## config.mk

```make
export PLATFORM = sky130hd
export DESIGN_NAME = pc_unit
export DESIGN_NICKNAME = d
export VERILOG_FILES = /design/src/rtl/pc_unit.sv
export SDC_FILE = /design/constraint.sdc
export NUM_CORES = 1
export LEC_CHECK = 0
export BUFFER_PORTS_ARGS = -buffer_cell sky130_fd_sc_hd__buf_2
export CAP_MARGIN = 30
export CORE_MARGIN = 2
export CORE_UTILIZATION = 40
export CTS_CLUSTER_DIAMETER = 200
export DETAILED_ROUTE_END_ITERATION = 7
export PLACE_DENSITY = 0.58
export REMOVE_ABC_BUFFERS = 1
export SETUP_SLACK_MARGIN = 0.3
export SLEW_MARGIN = 25
export SYNTH_ARGS = -nofsm -noshare
export SYNTH_HDL_FRONTEND = slang
export SYNTH_SLANG_ARGS = --single-unit
```

## constraint.sdc

```tcl
create_clock -name clk -period 6.4 [get_ports clk]
set_input_delay 0.32 -clock clk [delete_from_list [all_inputs] [get_ports clk]]
set_output_delay 0.32 -clock clk [all_outputs]
set_load 0.05 [all_outputs]
```

## src/rtl/pc_unit.sv

```systemverilog
// pc_unit: fetch-address generator for the single-cycle core.
// Selects the next PC from four modes: sequential, PC-relative branch,
// register-indirect jump and predicted return. The predicted return comes
// from a circular return-address stack. The unit holds on stall and
// redirects to TRAP_PC when a target is not word aligned.
module pc_unit #(
    parameter int                 WIDTH     = 32,
    parameter logic [WIDTH-1:0]   RESET_PC  = WIDTH'(32'h0000_0000),
    parameter logic [WIDTH-1:0]   TRAP_PC   = WIDTH'(32'h0000_0100),
    parameter int                 RAS_DEPTH = 4
) (
    input  logic             clk,
    input  logic             rst,
    input  logic             stall,
    input  logic [1:0]       pcsrc,
    input  logic [WIDTH-1:0] immop,
    input  logic [WIDTH-1:0] rs1,
    input  logic             call,
    output logic [WIDTH-1:0] pc,
    output logic [WIDTH-1:0] pc_plus4,
    output logic             ras_empty,
    output logic             ras_full,
    output logic             misalign
);

    localparam int             PW       = (RAS_DEPTH > 1) ? $clog2(RAS_DEPTH) : 1;
    localparam logic [WIDTH-1:0] FOUR_W = WIDTH'(4);
    localparam logic [WIDTH-1:0] ONE_W  = WIDTH'(1);
    localparam logic [PW:0]    CNT_ZERO = {(PW+1){1'b0}};
    localparam logic [PW:0]    CNT_ONE  = (PW+1)'(1);
    localparam logic [PW:0]    CNT_MAX  = (PW+1)'(RAS_DEPTH);
    localparam logic [PW-1:0]  PTR_ZERO = {PW{1'b0}};
    localparam logic [PW-1:0]  PTR_ONE  = PW'(1);

    logic [WIDTH-1:0] pc_r;
    logic [WIDTH-1:0] ras_mem_r [RAS_DEPTH];
    logic [PW-1:0]    top_r;
    logic [PW:0]      cnt_r;
    logic             misalign_r;
    logic             empty_r;
    logic             full_r;

    logic [WIDTH-1:0] link_s;
    logic [WIDTH-1:0] jalr_s;
    logic [WIDTH-1:0] tgt_s;
    logic [WIDTH-1:0] pc_n_s;
    logic             trap_s;
    logic             pop_s;
    logic [PW-1:0]    top_n_s;
    logic [PW:0]      cnt_n_s;
    logic             wr_en_s;
    logic [PW-1:0]    wr_idx_s;

    assign link_s    = pc_r + FOUR_W;
    assign pc        = pc_r;
    assign pc_plus4  = link_s;
    assign ras_empty = empty_r;
    assign ras_full  = full_r;
    assign misalign  = misalign_r;

    // Candidate target selection and alignment check
    always_comb begin
        jalr_s = (rs1 + immop) & ~ONE_W;
        pop_s  = (pcsrc == 2'b11) && (cnt_r != CNT_ZERO);
        tgt_s  = link_s;
        case (pcsrc)
            2'b00: tgt_s = link_s;
            2'b01: tgt_s = pc_r + immop;
            2'b10: tgt_s = jalr_s;
            2'b11: begin
                // An empty stack falls back to the register-indirect target
                if (pop_s) begin
                    tgt_s = ras_mem_r[top_r];
                end else begin
                    tgt_s = jalr_s;
                end
            end
            default: tgt_s = link_s;
        endcase
        trap_s = tgt_s[1];
        if (trap_s) begin
            pc_n_s = TRAP_PC;
        end else begin
            pc_n_s = tgt_s;
        end
    end

    // Return-stack pointer/count update and write selection
    always_comb begin
        top_n_s  = top_r;
        cnt_n_s  = cnt_r;
        wr_en_s  = 1'b0;
        wr_idx_s = top_r;
        if (pop_s && call) begin
            // Pop then push: the top entry is simply replaced
            wr_en_s  = 1'b1;
            wr_idx_s = top_r;
        end else if (pop_s) begin
            top_n_s = top_r - PTR_ONE;
            cnt_n_s = cnt_r - CNT_ONE;
        end else if (call) begin
            // A full stack overwrites its oldest entry; the pointer wraps
            wr_en_s  = 1'b1;
            wr_idx_s = top_r + PTR_ONE;
            top_n_s  = top_r + PTR_ONE;
            if (cnt_r == CNT_MAX) begin
                cnt_n_s = cnt_r;
            end else begin
                cnt_n_s = cnt_r + CNT_ONE;
            end
        end else begin
            top_n_s = top_r;
        end
    end

    // PC, stack pointer/count, status flags and trap pulse
    always_ff @(posedge clk) begin
        if (rst) begin
            pc_r       <= RESET_PC;
            top_r      <= PTR_ZERO;
            cnt_r      <= CNT_ZERO;
            misalign_r <= 1'b0;
            empty_r    <= 1'b1;
            full_r     <= 1'b0;
        end else if (stall) begin
            misalign_r <= 1'b0;
        end else begin
            pc_r       <= pc_n_s;
            top_r      <= top_n_s;
            cnt_r      <= cnt_n_s;
            misalign_r <= trap_s;
            empty_r    <= (cnt_n_s == CNT_ZERO);
            full_r     <= (cnt_n_s == CNT_MAX);
        end
    end

    // Return-stack storage; contents survive reset, only pointer/count clear
    always_ff @(posedge clk) begin
        if (!rst && !stall && wr_en_s) begin
            ras_mem_r[wr_idx_s] <= link_s;
        end
    end

endmodule

```

# --- Word-level counts from Yosys, hierarchy flattened ---
# Memory sizes are Yosys's and may differ from the RTL's. A register that Yosys moved wholly into a read port is not among the register bits.
# Index checks and enable logic that the tools add are counted.
# Widths: inputs -> output; s select.
word_totals:
  ff_bits: 40
  ram_bits: 128
  inputBits: 70
  output_inout_bits: 67
  elab_cells: 50
  n_memories: 1
op_classes:
  addsub: 7
  n_eq_ne: 5
  n_mux: 18
  n_bitwise: 2
  reduce_logical: 11
memory_table:
  columns: ["name", "depth", "word_bits", "read_ports", "rd_clocked_by_memory_dff", "write_ports", "line_no", "text"]
  rows:
  - ["ras_mem_r", 4, 32, 1, 1, 1, "36", "logic [WIDTH-1:0] ras_mem_r [RAS_DEPTH];"]
ops:
  columns: ["op", "n"]
  rows:
  - ["$pmux 32 s4", 1]
  - ["$add 32x32->32", 2]
  - ["$mux 32", 2]
  - ["$add 32x3->32 const B", 1]
  - ["$mux 2", 6]
  - ["$mux 3", 4]
  - ["$eq 3x3->1 const B", 2]
  - ["$mux 1", 5]
  - ["$eq 2x2->1 const B", 2]
  - ["$logic_and 1x1->1", 4]
  - ["$add 3x1->3 const B", 1]
  - ["$logic_not 3->1", 1]
  - ["$reduce_bool 3->1", 1]
  - ["$sub 3x1->3 const B", 1]
  - ["$add 2x1->2 const B", 1]
  - ["$eq 2x1->1 const B", 1]
  - ["$logic_not 1->1", 2]
  - ["$logic_not 2->1", 1]
  - ["$not 1->1", 2]
  - ["$reduce_and 2->1", 1]
  - ["$reduce_or 2->1", 1]
  - ["$sub 2x1->2 const B", 1]

# --- Depth between registers and ports, before layout ---
logic_depth:
  ltp_word: 7
  mapped_depth: 12
  mapped_depth_nobuf: 11

# --- Least setup slack after synthesis ---
# No wires, ideal clock.
synth_path:
  kind: "register -> register"
  start: "register cnt_r[0]"
  end: "memory ras_mem_r[3][0] (enable)"
  setup_ns: 0.497
  arrival_time_ns: 4.701
  t_required_ns: 5.903
  slack_ns: 1.202
  stages_incl_launch_ff: 10
  path_buffers: 2
  synth_period_minus_slack_ns: 5.198
  path_cell_list: "dfxtp_1 -> inv_1 -> ha_1 -> nor2b_1 -> clkbuf_1 -> nor2_1 -> nand2_1 -> clkbuf_1 -> nor2_1 -> nor4_1"
synth_via:
  elab_chain_len: 7
  word_cells_on_any_way: 10
  cone_classes: "mux: 6; reduce/logical: 4"
synth_lines:
  columns: ["element", "line_no", "text"]
  rows:
  - ["start: declaration", "38", "logic [PW:0] cnt_r;"]
  - ["start signal: assignment", "130", "cnt_r <= cnt_n_s;"]
  - ["$reduce_bool 3->1 *", "64", "pop_s = (pcsrc == 2'b11) && (cnt_r != CNT_ZERO);"]
  - ["$logic_and 1x1->1 *", "64", null]
  - ["$mux 1 / $logic_and 1x1->1 (equally long branches)", "98, 94", null]
  - ["$mux 1", "94", "if (pop_s && call) begin"]
  - ["$logic_and 1x1->1", "139", "if (!rst && !stall && wr_en_s) begin"]
  - ["$mux 1", "139", null]
  - ["$mux 1 (not written as such)", "140", "ras_mem_r[wr_idx_s] <= link_s;"]
  - ["end: declaration", "36", null]
# Mark *: on every way between the ends. The rest lies on a longest branch, timed or not.

# --- Worst setup path after layout ---
layout_path:
  start: "register pc_r[2], in the netlist pc[2]"
  end: "output pc_plus4[22]"
layout_via:
  elab_chain_len: 1
layout_lines:
  columns: ["element", "line_no", "text"]
  rows:
  - ["start: declaration", "35", "logic [WIDTH-1:0] pc_r;"]
  - ["start signal: assignment", "128", "pc_r <= pc_n_s;"]
  - ["$add 32x3->32", "54", "assign link_s = pc_r + FOUR_W;"]
  - ["end: declaration", "20", "output logic [WIDTH-1:0] pc_plus4,"]
# No other way between the ends.

==> out/qor.yml <==
outcome:
  status: "finished, final reports clean"
synth:
  netlist_instances: 1068
  syn_area_sq_um: 10900
  synth_seq_cells: 165
  yosys.area_share.simple_pct: 14.1
  synth_most_common_cell: "edfxtp_1"
  synth_adder_area_share_pct: 7.63
  synth_area_leaders: "edfxtp_1, dfxtp_1, ha_1"
  yosys.area.top_type: "edfxtp_1"
  muxShareOfSynthArea_pct: 7.89
  synth_top_family_by_area: "compound AO/OA/AOI/OAI gates"
  synth_top_area_share_pct: 34.1
  yosys-top-cells-count: "edfxtp_1, a21oi_1, nand2_1"
  synth_xor_area_share_pct: 5.77
  yosys_warnings: 0
  synth.distinct_cells: 85
  synth_compound_area_share_pct: 20.2
  synth_edf_count: 124
  syn_area_per_cell_sq_um: 10.2
  seq_area_frac_synth_pct: 41.6
  synth_ff_type: "edfxtp_1"
  synthArstFlopShare_pct: 0
sta:
  slew_viol_final: 0
  hold_violations: 0
  worst_pin_slew_ns: 0.967
  period_minus_slack_ns: 3.70
  setup_tns_ns: 0
  fin_skew_ns: 0.00888
  relSlewSlack_pct: 35.3
  timing.final.crit_share_pct: 57.9
  rsz0062_at_grt: "false"
  fmax_ghz: 0.270
  setup-violations-final: 0
  hold_ws_ns: 0.415
min_path:
  hold_depth: 2
  hold_path_end: "cnt_r[2]"
  worstHoldPathType: "in -> reg"
  hold_start: "rst"
die:
  dieArea_sq_um: 28600
  rows: 60
  ios: 137
  die_h_um: 169
  fp.dieW_um: 169
  coreArea_sq_um: 26900
  start_util_pct: 40.6
place:
  dp_hpwl_mm: 25.9
  dpl-instance-area_sq_um: 11900
  io_buffers: 134
  gp_congestion: 0.939
  place_inst: 1504
layout:
  fillers: 2551
  final_nets: 1318
  final_util_pct: 46.7
  design_area_sq_um: 12500
  diodes: 0
  drive_above_1_share_pct: 20.7
  finalNonFillerCells: 1536
  syn_to_final_growth_pct: 14.8
power:
  seq_power_share_pct: 38.5
  power.internal_mw: 2.14
  power_density_nw_per_um2: 261
  clkPwrFrac_pct: 33.5
  switchingPower_mw: 1.13
  leakage_nw: 4.98
  vdd_drop_max_v: 0.000192
  comb_power_share_pct: 28.0
  swShare_pct: 34.7
clocking:
  cts_resized: 0
  cts_buffers: 17
  cts_setup_buffers: 0
  cts_tree: "yes"
  clock_path_buffers: 2
  htreeDepth: 4
  cts_sinks: 165
  insertion_delay_ns: 0.43
  clkTransAtPathRegs_ns: 0.07
  cts-root-buf: "clkbuf_16"
  cts_hold_buffers: 0
grt:
  grt_usage_pct: 24.0
  grt_pass1_vias: 8690
  grt_start_max_net_pins: 40
  gr-total-overflow: 0
  grt_pass1_wl_mm: 51.8
  antenna_found_initial: 1
setup_path:
  worstSetupEndpointType: "primary output"
  crit_fanout: 9
  cp.required_ns: 6.08
  crit_start: "pc[2]"
  r2r_start: "cnt_r[0]"
  arrival_ns: 3.38
  r2r_slack_ns: 2.74
  reg2reg_to: "pc[30]"
  rr_worst_depth: 9
  crit_path_start_kind: "flop"
  critical_path_class: "reg -> out"
drt:
  ant_nets: 0
  routedWlPerCell_um: 22.5
  drt_iter0_drc: 920
  num_vias: 9210
  route.detailed.drc: 0
  routed_via_density: 6.00
  wirelength_mm: 34.5
  drt_pass1_iterations: 5
job:
  cap_viol_max_count: 0
[layout make-up]
class / instances / area (sq um) / area share [%]
Tap cell: 341 / 427 / 3.40
Multi-Input combinational cell: 830 / 6090 / 48.6
Clock buffer: 17 / 425 / 3.39
Clock inverter: 15 / 209 / 1.67
Inverter: 23 / 86.3 / 0.688
Timing Repair Buffer: 145 / 753 / 6.01
Sequential cell: 165 / 4550 / 36.2
[registers in the layout, indices dropped and copies added (netlist names), named ones only]
signal,count
ras_mem_r,124
pc,31
cnt_r,3
top_r,2
misalign,1
ras_empty,1
ras_full,1
[logic make-up after synthesis]
family | Yosys count
compound gates | 323
simple gates | 320
flops | 165
buf+inv | 74
xor+xnor | 72
fa+ha+maj | 66
mux | 47
other cells | 1
[critical path: stages (launching register included)]
cell and delay [ns]:
dfxtp_1 0.52, ha_1 0.26, and3_1 0.31, and3_1 0.28, nand2b_1 0.30, nor2_2 0.18, xor2_1 0.69, buf_2 0.40
[power groups by stage]
stage               clock network, mW  logic, mW  registers [mW]
global route                     1.16      0.987            1.26
detailed placement                  0      0.899            1.28
finish                           1.10      0.914            1.26
global placement                    0      0.897            1.28
CTS                              1.11      0.905            1.26
floorplan                           0      0.557            1.34
[placed cells by master (no fill, tap or decap), types with 4 or more instances in the layout]
cell / count
clkbuf_16: 17
o221ai_1: 8
mux2i_1: 13
and4_1: 4
a211o_1: 5
inv_1: 23
a21boi_0: 4
nand2_1: 101
a221o_1: 4
o21ai_0: 66
mux4_2: 31
buf_4: 11
and3_1: 21
xnor2_1: 46
nor3b_1: 6
edfxtp_1: 124
o21a_1: 10
nand3_1: 24
xor2_1: 26
a22o_1: 5
dfxtp_1: 40
and2_1: 7
ha_1: 65
a21oi_1: 103
a31oi_1: 10
nor2_1: 81
o211ai_1: 10
buf_2: 134
a221oi_1: 8
nand4_1: 11
nor3_1: 17
o31ai_1: 6
inv_6: 6
nand2b_1: 11
o21ai_2: 4
a22oi_1: 4
a211oi_1: 10
nor2b_1: 13
a21o_1: 19
[routing by layer]
metal  track usage [%]  up-vias  wire length, um
li1                  -     4302                -
met1              35.6     4452            15800
met2              36.1      404            15000
met3              3.85       50             2990
met4              7.28        2              756
met5                 0        -               13
[stage by stage]
stage	power (mW)	setup WS (ns)
4_1_cts	3.28	2.72
3_5_place_dp	2.18	2.76
5_1_grt	3.41	2.56
6_report	3.27	2.70
3_3_place_gp	2.18	2.85
2_1_floorplan	1.89	1.15
[worst max-delay path by stage]
| stage | end | slack [ns] |
|---|---|---|
| floorplan | ras_mem_r[3][0] | 1.15 |
| global placement | pc[30] | 2.85 |
| detailed placement | pc[30] | 2.76 |
| CTS | pc_plus4[22] | 2.72 |
| global route | pc_plus4[22] | 2.56 |
| finish | pc_plus4[22] | 2.70 |
(Power assumes the default switching activity.)
